==> src/rtl/wm8731_cfg_seq.sv <==
// WM8731 codec configuration sequencer.
// After reset, or on `start` in the done state, it waits for the codec to power up.
// It then writes a fixed 12-entry register table through the i2cc master. Each write
// follows the i2c_idle handshake.
// Optional headphone volume updates are compiled in with `define WM8731_VOL_UPD_EN.
module wm8731_cfg_seq #(
    parameter logic [7:0]  DEV_ADDR       = 8'h34,
    parameter logic [15:0] STARTUP_CYCLES = 16'd50000,
    parameter logic [7:0]  GAP_CYCLES     = 8'd16,
    parameter logic [2:0]  ACCEPT_TO      = 3'd4
) (
    input  logic        clk,
    input  logic        reset,
    input  logic        start,
    input  logic        i2c_idle,
    output logic [23:0] i2c_din,
    output logic        wr_i2c,
    output logic        cfg_busy,
    output logic        cfg_done,
    output logic [3:0]  cfg_idx,
    input  logic        vol_req,
    input  logic [6:0]  vol_val,
    output logic        vol_ack
);

    typedef enum logic [3:0] {
        StPwr, StLoad, StAcc, StXfer, StGap, StDone, StVload, StVacc, StVxfer
    } state_e;

    state_e      state_q, state_d;
    logic [15:0] cnt_q, cnt_d, cnt_inc;
    logic [3:0]  idx_q, idx_d;
    logic [23:0] din_q, din_d;
    logic        wr_q, wr_d;
    logic        busy_q, busy_d;
    logic        done_q, done_d;
    logic        ack_q, ack_d;

`ifdef WM8731_VOL_UPD_EN
    logic        pend_q, pend_d;
    logic [6:0]  vval_q, vval_d;
`else
    logic        unused_vol;
    assign unused_vol = ^{vol_req, vol_val};
`endif

    // Register word {reg[6:0], data[8:0]} for each table entry
    function automatic logic [15:0] cfg_word(input logic [3:0] idx);
        logic [15:0] w;
        case (idx)
            4'd0:    w = 16'h1E00;
            4'd1:    w = 16'h0C10;
            4'd2:    w = 16'h0017;
            4'd3:    w = 16'h0217;
            4'd4:    w = 16'h0479;
            4'd5:    w = 16'h0679;
            4'd6:    w = 16'h0812;
            4'd7:    w = 16'h0A00;
            4'd8:    w = 16'h0E0A;
            4'd9:    w = 16'h1000;
            4'd10:   w = 16'h1201;
            4'd11:   w = 16'h0C00;
            default: w = 16'h0000;
        endcase
        return w;
    endfunction

    assign cnt_inc = cnt_q + 16'd1;

    // Next-state, frame and strobe decode
    always_comb begin
        state_d = state_q;
        cnt_d   = cnt_q;
        idx_d   = idx_q;
        din_d   = din_q;
        wr_d    = 1'b0;
        ack_d   = 1'b0;
        done_d  = done_q;
`ifdef WM8731_VOL_UPD_EN
        pend_d  = pend_q;
        vval_d  = vval_q;
        // A newer request overwrites the captured volume code
        if (vol_req) begin
            pend_d = 1'b1;
            vval_d = vol_val;
        end
`endif
        case (state_q)
            StPwr: begin
                if (cnt_inc >= STARTUP_CYCLES) begin
                    state_d = StLoad;
                    din_d   = {DEV_ADDR, cfg_word(idx_q)};
                end else begin
                    cnt_d = cnt_inc;
                end
            end
            StLoad: begin
                if (i2c_idle) begin
                    wr_d    = 1'b1;
                    cnt_d   = 16'd0;
                    state_d = StAcc;
                end
            end
            StAcc: begin
                // Master never left idle: the strobe was missed, issue it again
                if (!i2c_idle) begin
                    state_d = StXfer;
                end else if (cnt_inc >= {13'd0, ACCEPT_TO}) begin
                    state_d = StLoad;
                end else begin
                    cnt_d = cnt_inc;
                end
            end
            StXfer: begin
                if (i2c_idle) begin
                    cnt_d   = 16'd0;
                    state_d = StGap;
                end
            end
            StGap: begin
                if (cnt_inc >= {8'd0, GAP_CYCLES}) begin
                    if (idx_q == 4'd11) begin
                        done_d  = 1'b1;
                        state_d = StDone;
                    end else begin
                        idx_d   = idx_q + 4'd1;
                        din_d   = {DEV_ADDR, cfg_word(idx_q + 4'd1)};
                        state_d = StLoad;
                    end
                end else begin
                    cnt_d = cnt_inc;
                end
            end
            StDone: begin
                // start has priority; a pending volume write waits for the new run
                if (start) begin
                    done_d  = 1'b0;
                    idx_d   = 4'd0;
                    cnt_d   = 16'd0;
                    state_d = StPwr;
                end
`ifdef WM8731_VOL_UPD_EN
                else if (pend_q) begin
                    pend_d  = vol_req;
                    din_d   = {DEV_ADDR, 7'h02, 1'b1, 1'b0, vval_q};
                    state_d = StVload;
                end
`endif
            end
`ifdef WM8731_VOL_UPD_EN
            StVload: begin
                if (i2c_idle) begin
                    wr_d    = 1'b1;
                    cnt_d   = 16'd0;
                    state_d = StVacc;
                end
            end
            StVacc: begin
                if (!i2c_idle) begin
                    state_d = StVxfer;
                end else if (cnt_inc >= {13'd0, ACCEPT_TO}) begin
                    state_d = StVload;
                end else begin
                    cnt_d = cnt_inc;
                end
            end
            StVxfer: begin
                if (i2c_idle) begin
                    ack_d   = 1'b1;
                    state_d = StDone;
                end
            end
`endif
            default: state_d = StPwr;
        endcase
        busy_d = (state_d != StDone);
    end

    // State and registered outputs, synchronous active-high reset
    always_ff @(posedge clk) begin
        if (reset) begin
            state_q <= StPwr;
            cnt_q   <= 16'd0;
            idx_q   <= 4'd0;
            din_q   <= 24'h0;
            wr_q    <= 1'b0;
            busy_q  <= 1'b0;
            done_q  <= 1'b0;
            ack_q   <= 1'b0;
        end else begin
            state_q <= state_d;
            cnt_q   <= cnt_d;
            idx_q   <= idx_d;
            din_q   <= din_d;
            wr_q    <= wr_d;
            busy_q  <= busy_d;
            done_q  <= done_d;
            ack_q   <= ack_d;
        end
    end

`ifdef WM8731_VOL_UPD_EN
    // Pending volume request latch
    always_ff @(posedge clk) begin
        if (reset) begin
            pend_q <= 1'b0;
            vval_q <= 7'd0;
        end else begin
            pend_q <= pend_d;
            vval_q <= vval_d;
        end
    end
`endif

    assign i2c_din  = din_q;
    assign wr_i2c   = wr_q;
    assign cfg_busy = busy_q;
    assign cfg_done = done_q;
    assign cfg_idx  = idx_q;
    assign vol_ack  = ack_q;

endmodule

==> config.mk <==
export PLATFORM = sky130hd
export DESIGN_NAME = wm8731_cfg_seq
export DESIGN_NICKNAME = d
export VERILOG_FILES = /design/src/rtl/wm8731_cfg_seq.sv
export SDC_FILE = /design/constraint.sdc
export NUM_CORES = 1
export LEC_CHECK = 0
export ABC_AREA = 1
export CAP_MARGIN = 5
export CORE_ASPECT_RATIO = 1.1
export CORE_MARGIN = 2
export CORE_UTILIZATION = 45
export CTS_BUF_LIST = sky130_fd_sc_hd__clkbuf_4
export CTS_CLUSTER_SIZE = 25
export DETAILED_ROUTE_END_ITERATION = 8
export PLACE_DENSITY = 0.69
export SLEW_MARGIN = 25
export SYNTH_ARGS = -nofsm -noshare
export SYNTH_HDL_FRONTEND = slang
export SYNTH_SLANG_ARGS = --single-unit
==> constraint.sdc <==
create_clock -name clk -period 3.3 [get_ports clk]
set_input_delay 0.66 -clock clk [delete_from_list [all_inputs] [get_ports clk]]
set_output_delay 0.66 -clock clk [all_outputs]
set_load 0.01 [all_outputs]
== Word-level counts from Yosys, hierarchy flattened ==
Memory sizes are Yosys's and may differ from the RTL's. A register that Yosys moved wholly into a read port is not among the register bits.
Index checks and enable logic that the tools add are counted.

* Flip-flop bits (word level): 51
* Memory bits (read-only): 352
* Input port bits: 12
* Word-level logic and storage cells: 73
* Memories kept: 2

{| class="wikitable"
|+ Memories
! name !! depth !! bits a word !! read ports !! clocked after Yosys merged registers in !! wr ports !! RTL line !! source
|-
| (name not given) || 16 || 11 || 1 || 1 || 0 || 50 || <nowiki>case (idx)</nowiki>
|-
| (name not given) || 16 || 11 || 1 || 0 || 0 || 50 ||
|}

* Add/sub/neg operators: 2
* $lt $le $gt $ge: 3
* Equal/unequal tests: 17
* Mux-type cells: 31
* Bitwise logic cells: 1
* Reduce and logical (&&, ||, !) cells: 10

{| class="wikitable"
|+ Operator list
! operator !! count
|-
| two-way mux 16 bit || 6
|-
| case mux 16 bit (5 select lines) || 1
|-
| two-way mux 24 bit || 3
|-
| two-way mux 4 bit || 12
|-
| case mux 24 bit (2 select lines) || 1
|-
| case mux 4 bit (6 select lines) || 1
|-
| inequality test 2 bit (second input constant) || 9
|-
| adder 16 x 1 -> 16 bit (second input constant) || 1
|-
| >= comparator 16 bit (second input constant) || 1
|-
| >= comparator 16 x 3 -> 1 bit (second input constant) || 1
|-
| >= comparator 16 x 5 -> 1 bit (second input constant) || 1
|-
| AND reduction 4 bit || 3
|-
| equality test 4 x 2 -> 1 bit (second input constant) || 2
|-
| equality test 4 x 3 -> 1 bit (second input constant) || 2
|-
| case mux 4 bit (2 select lines) || 1
|-
| AND reduction 7 bit || 1
|-
| nonzero test 5 bit || 1
|-
| adder 4 x 1 -> 4 bit (second input constant) || 1
|-
| equality test 4 x 1 -> 1 bit (second input constant) || 1
|-
| equality test 4 bit (second input constant) || 1
|-
| logical NOT 4 bit || 1
|-
| two-way mux 1 bit || 4
|-
| inequality test 4 x 3 -> 1 bit (second input constant) || 1
|-
| nonzero test 2 bit || 2
|-
| other kinds (5) || 6
|}

== Longest topological paths before layout ==
* Depth after elaboration: 6
* Gate-level depth with buffers: 18

== Least setup slack after synthesis ==
No wires, ideal clock.

* Kind: register -> register
* From: register cnt_q[0]
* To: register (tool-made name)
* Arrival time: 2.231 ns
* Slack: 0.994 ns
* Cell stages (with the launch flop): 15
* Buffers on the path: 0
* Clock period less this slack: 2.306 ns
* Cells stage by stage: dfxtp_1 ha_1 nand2_2 nor2_4 xnor2_1 nand2_1 nor2_1 nand4_2 nand3_4 nand2_1 o21ai_2 nand2_2 clkinv_2 ha_1 o22ai_1

{| class="wikitable"
|+ RTL lines
! element !! RTL line !! source
|-
| from (decl) || 31 || <nowiki>logic [15:0] cnt_q, cnt_d, cnt_inc;</nowiki>
|-
| from (signal assigned) || 192 || <nowiki>cnt_q <= cnt_d;</nowiki>
|}

== Worst setup path after layout ==
* From: register cnt_q[0]
* To: register cnt_q[0]

* Word-level cells in the longest chain between the ends: 4

{| class="wikitable"
|+ RTL lines
! element !! RTL line !! source
|-
| adder 16 x 1 -> 16 bit * || 68 || <nowiki>assign cnt_inc = cnt_q + 16'd1;</nowiki>
|-
| >= comparator 16 x 5 -> 1 bit, or another cell as far along || 121 || <nowiki>if (cnt_inc >= {8'd0, GAP_CYCLES}) begin</nowiki>
|-
| inequality test 2 bit (no source line) or two-way mux 16 bit (tied branches) || n/a ||
|-
| AND reduction 7 bit (no source line) or case mux 16 bit (5 select lines) (tied branches) || n/a ||
|}

Mark *: on every way between the ends. The rest lies on a longest branch, timed or not. The select of a mux whose other input is x is not followed.
A chain may end at the register's enable or synchronous reset.

==> flow_metrics.py <==
metrics = {
    "status": {
        "status": "complete, no violations",
    },
    "layout": {
        "layout.cells.non_filler": 524,
        "area_delta_synth_final_pct": 11.2,
        "fin_area_sq_mm": 0.00318,
        "final_core_util_pct": 51.7,
        "final_nets": 462,
        "nFillCells": 621,
        "diodes": 0,
        "drive_gt1_share_pct": 8.78,
    },
    "route": {
        "wl_mm": 6.12,
        "ant_nets": 0,
        "firstDrtPassIters": 4,
        "route.detailed.drc": 0,
        "drtIter0Drc": 105,
        "post_drt_via_cell_ratio": 4.94,
        "wire_per_inst_um": 11.7,
        "num_vias": 2589,
    },
    "yosys": {
        "ys_top_cells_by_area": "dfxtp_1, nand2_1, inv_1",
        "yosysSeqAreaShare_pct": 33.6,
        "synthSimpleGateAreaFrac_pct": 34.3,
        "syn-cell-area_sq_mm": 0.00286,
        "synth_cell_type_count": 42,
        "synth_edf_count": 0,
        "synth_flop_cell": "dfxtp_1",
        "yosysMostFrequentCell": "nand2_1",
        "synthCells": 422,
        "yosys.area_share.adder_pct": 3.06,
        "synth_top_area_share_pct": 33.6,
        "ys_ff_latch": 48,
        "synthXorXnorAreaFrac_pct": 1.53,
        "synth_top_family_by_area": "simple AND/OR/NAND/NOR gates",
        "synth-warning-count": 0,
        "synth_compound_area_share_pct": 14.3,
        "synth_common_cells": "nand2_1, inv_1, dfxtp_1",
        "async_flop_share_pct": 0,
        "synth.largest_area_cell": "dfxtp_1",
        "syn_area_per_cell_sq_um": 6.78,
        "muxShareOfSynthArea_pct": 0,
    },
    "power_and_ir_drop": {
        "ir_drop_uv": 215,
        "p_per_area_mw_per_mm2": 322,
        "p_leak_uw": 0.00136,
        "comb_power_share_pct": 5.6,
        "p_int_uw": 769,
        "seq_power_share_pct": 58.1,
        "p_sw_uw": 255,
        "power_frac_clock_pct": 36.2,
        "power.share.switching_pct": 24.9,
    },
    "floorplanning": {
        "die_h_um": 87.7,
        "io_pins": 44,
        "die_x_um": 80.1,
        "coreArea_sq_mm": 0.00616,
        "num_rows": 30,
        "start_util_pct": 46.5,
        "die_area_sq_mm": 0.00702,
    },
    "clock_network": {
        "hold_buffers": 0,
        "clock_sinks": 48,
        "tritoncts": "yes",
        "h-tree-depth": 2,
        "cts-root-buf": "clkbuf_4",
        "cts-resized-gates": 0,
        "numCtsBuffers": 5,
        "clock_latency_ns": 0.37,
        "postCtsSetupBuffers": 0,
        "clk_path_buf_depth": 2,
        "clk_pin_slew_ns": 0.15,
    },
    "global_routing": {
        "grt_max_degree": 23,
        "use_met1_pct": 22.5,
        "grt_pass1_wl_mm": 10.2,
        "use_met2_pct": 32.7,
        "grt-ovfl-total": 0,
        "antenna_found_initial": 0,
        "grt_pass1_vias": 2303,
        "gr-usage-met3_pct": 3.40,
        "grt.total_usage_pct": 18.2,
        "busiest_layer": "met2",
    },
    "sta": {
        "hold_viol_final": 0,
        "fin_worst_skew_ns": 0.0192,
        "timing.setup.tns_ns": 0,
        "setup_viol": 0,
        "timing.final.crit_share_pct": 83.3,
        "fmax_mhz": 364,
        "rsz0062_at_grt": "false",
        "finalCriticalPeriod_ns": 2.75,
        "slew_viol_final": 0,
    },
    "worst_hold_path": {
        "hp-class": "reg2reg",
    },
    "critical_path": {
        "cp_max_fo": 22,
        "cp_data_arrival_time_ns": 3.02,
        "cp.required_ns": 3.57,
        "worstSetupPathType": "reg2reg",
        "start_kind": "flip-flop",
        "crit_path_end_kind": "flip-flop",
    },
    "placement": {
        "dp.cells": 516,
        "hpwl_mm": 4.62,
        "place_area_sq_mm": 0.00310,
        "port_buffers": 24,
        "gp_congestion": 0.853,
    },
    "job": {
        "drv_cap": 0,
    },
}
per-layer routing:
metal  vias to the layer above  part of all wire (%)  routed length (um)
met1                      1162                    47                2850
met3                         2                   2.7                 163
li1                       1388                     -                   -
met4                         0                  0.47                  29
met5                         -                     0                   0
met2                        37                    50                3080
layout make-up:
type | instances | area [sq um] | share of cell area, %
Timing Repair Buffer | 28 | 270 | 8.49
Clock buffer | 5 | 37.5 | 1.18
Sequential cell | 48 | 961 | 30.2
Multi-Input combinational cell | 307 | 1570 | 49.3
Clock inverter | 3 | 46.3 | 1.45
Tap cell | 80 | 100 | 3.14
Inverter | 53 | 200 | 6.29
cells in the final DEF (no fill, tap or decap), types with 4 or more instances in the layout:
cell type / n
nor2_4: 4
conb_1: 12
dfxtp_1: 48
inv_1: 49
nand3_2: 4
a21oi_1: 24
o21ai_1: 4
nor2_2: 4
clkbuf_4: 5
o21ai_0: 27
clkdlybuf4s50_1: 24
nand3_1: 34
nand2_1: 91
ha_1: 7
nand2_2: 6
nor2_1: 45
nand4_1: 11
buf_4: 4
logic make-up after synthesis:
group	after synthesis
xor+xnor	5
buf+inv	78
fa+ha+maj	7
compound gates	73
other cells	1
flops	48
simple gates	210
worst max-delay path, cell delays in order, from the launching register on:
cell and delay (ns):
dfxtp_1 0.42, ha_1 0.24, nand2_2 0.10, nor2_4 0.19
xnor2_1 0.16, nand2_1 0.10, nor2_1 0.19, and3_1 0.23
or2_1 0.13, nand3_2 0.12, nor2_4 0.40, inv_2 0.21
nor2_1 0.12, nor2_1 0.05
power groups by stage:
stage | combinational (uW) | clock [uW] | sequential, uW
2_1_floorplan | 55.0 | 0 | 606
3_3_place_gp | 57.1 | 0 | 607
3_5_place_dp | 57.5 | 0 | 608
4_1_cts | 58.0 | 384 | 595
5_1_grt | 65.5 | 405 | 597
6_report | 57.8 | 371 | 595
through the flow:
stage | worst slack [ns] | power, uW | hold slack (ns)
after floorplan | 0.994 | 661 | 0.443
after global placement | 0.615 | 665 | 0.441
after detailed placement | 0.588 | 665 | 0.443
after CTS | 0.558 | 1040 | 0.462
after global routing | 0.244 | 1070 | 0.477
final | 0.552 | 1020 | 0.457
path summary, 6_finish.rpt:
path / cells past startpoint / end / start / slack, ns
max: 13 / cnt_q[0]$_SDFFE_PP0P_ / cnt_q[0]$_SDFFE_PP0P_ / 0.55
min: 2 / cfg_done$_SDFFE_PP0P_ / cfg_done$_SDFFE_PP0P_ / 0.46
max reg2reg: 13 / cnt_q[0]$_SDFFE_PP0P_ / cnt_q[0]$_SDFFE_PP0P_ / 0.55
min reg2reg: 2 / cfg_done$_SDFFE_PP0P_ / cfg_done$_SDFFE_PP0P_ / 0.46
No activity file was read; power rests on OpenSTA's default activity.
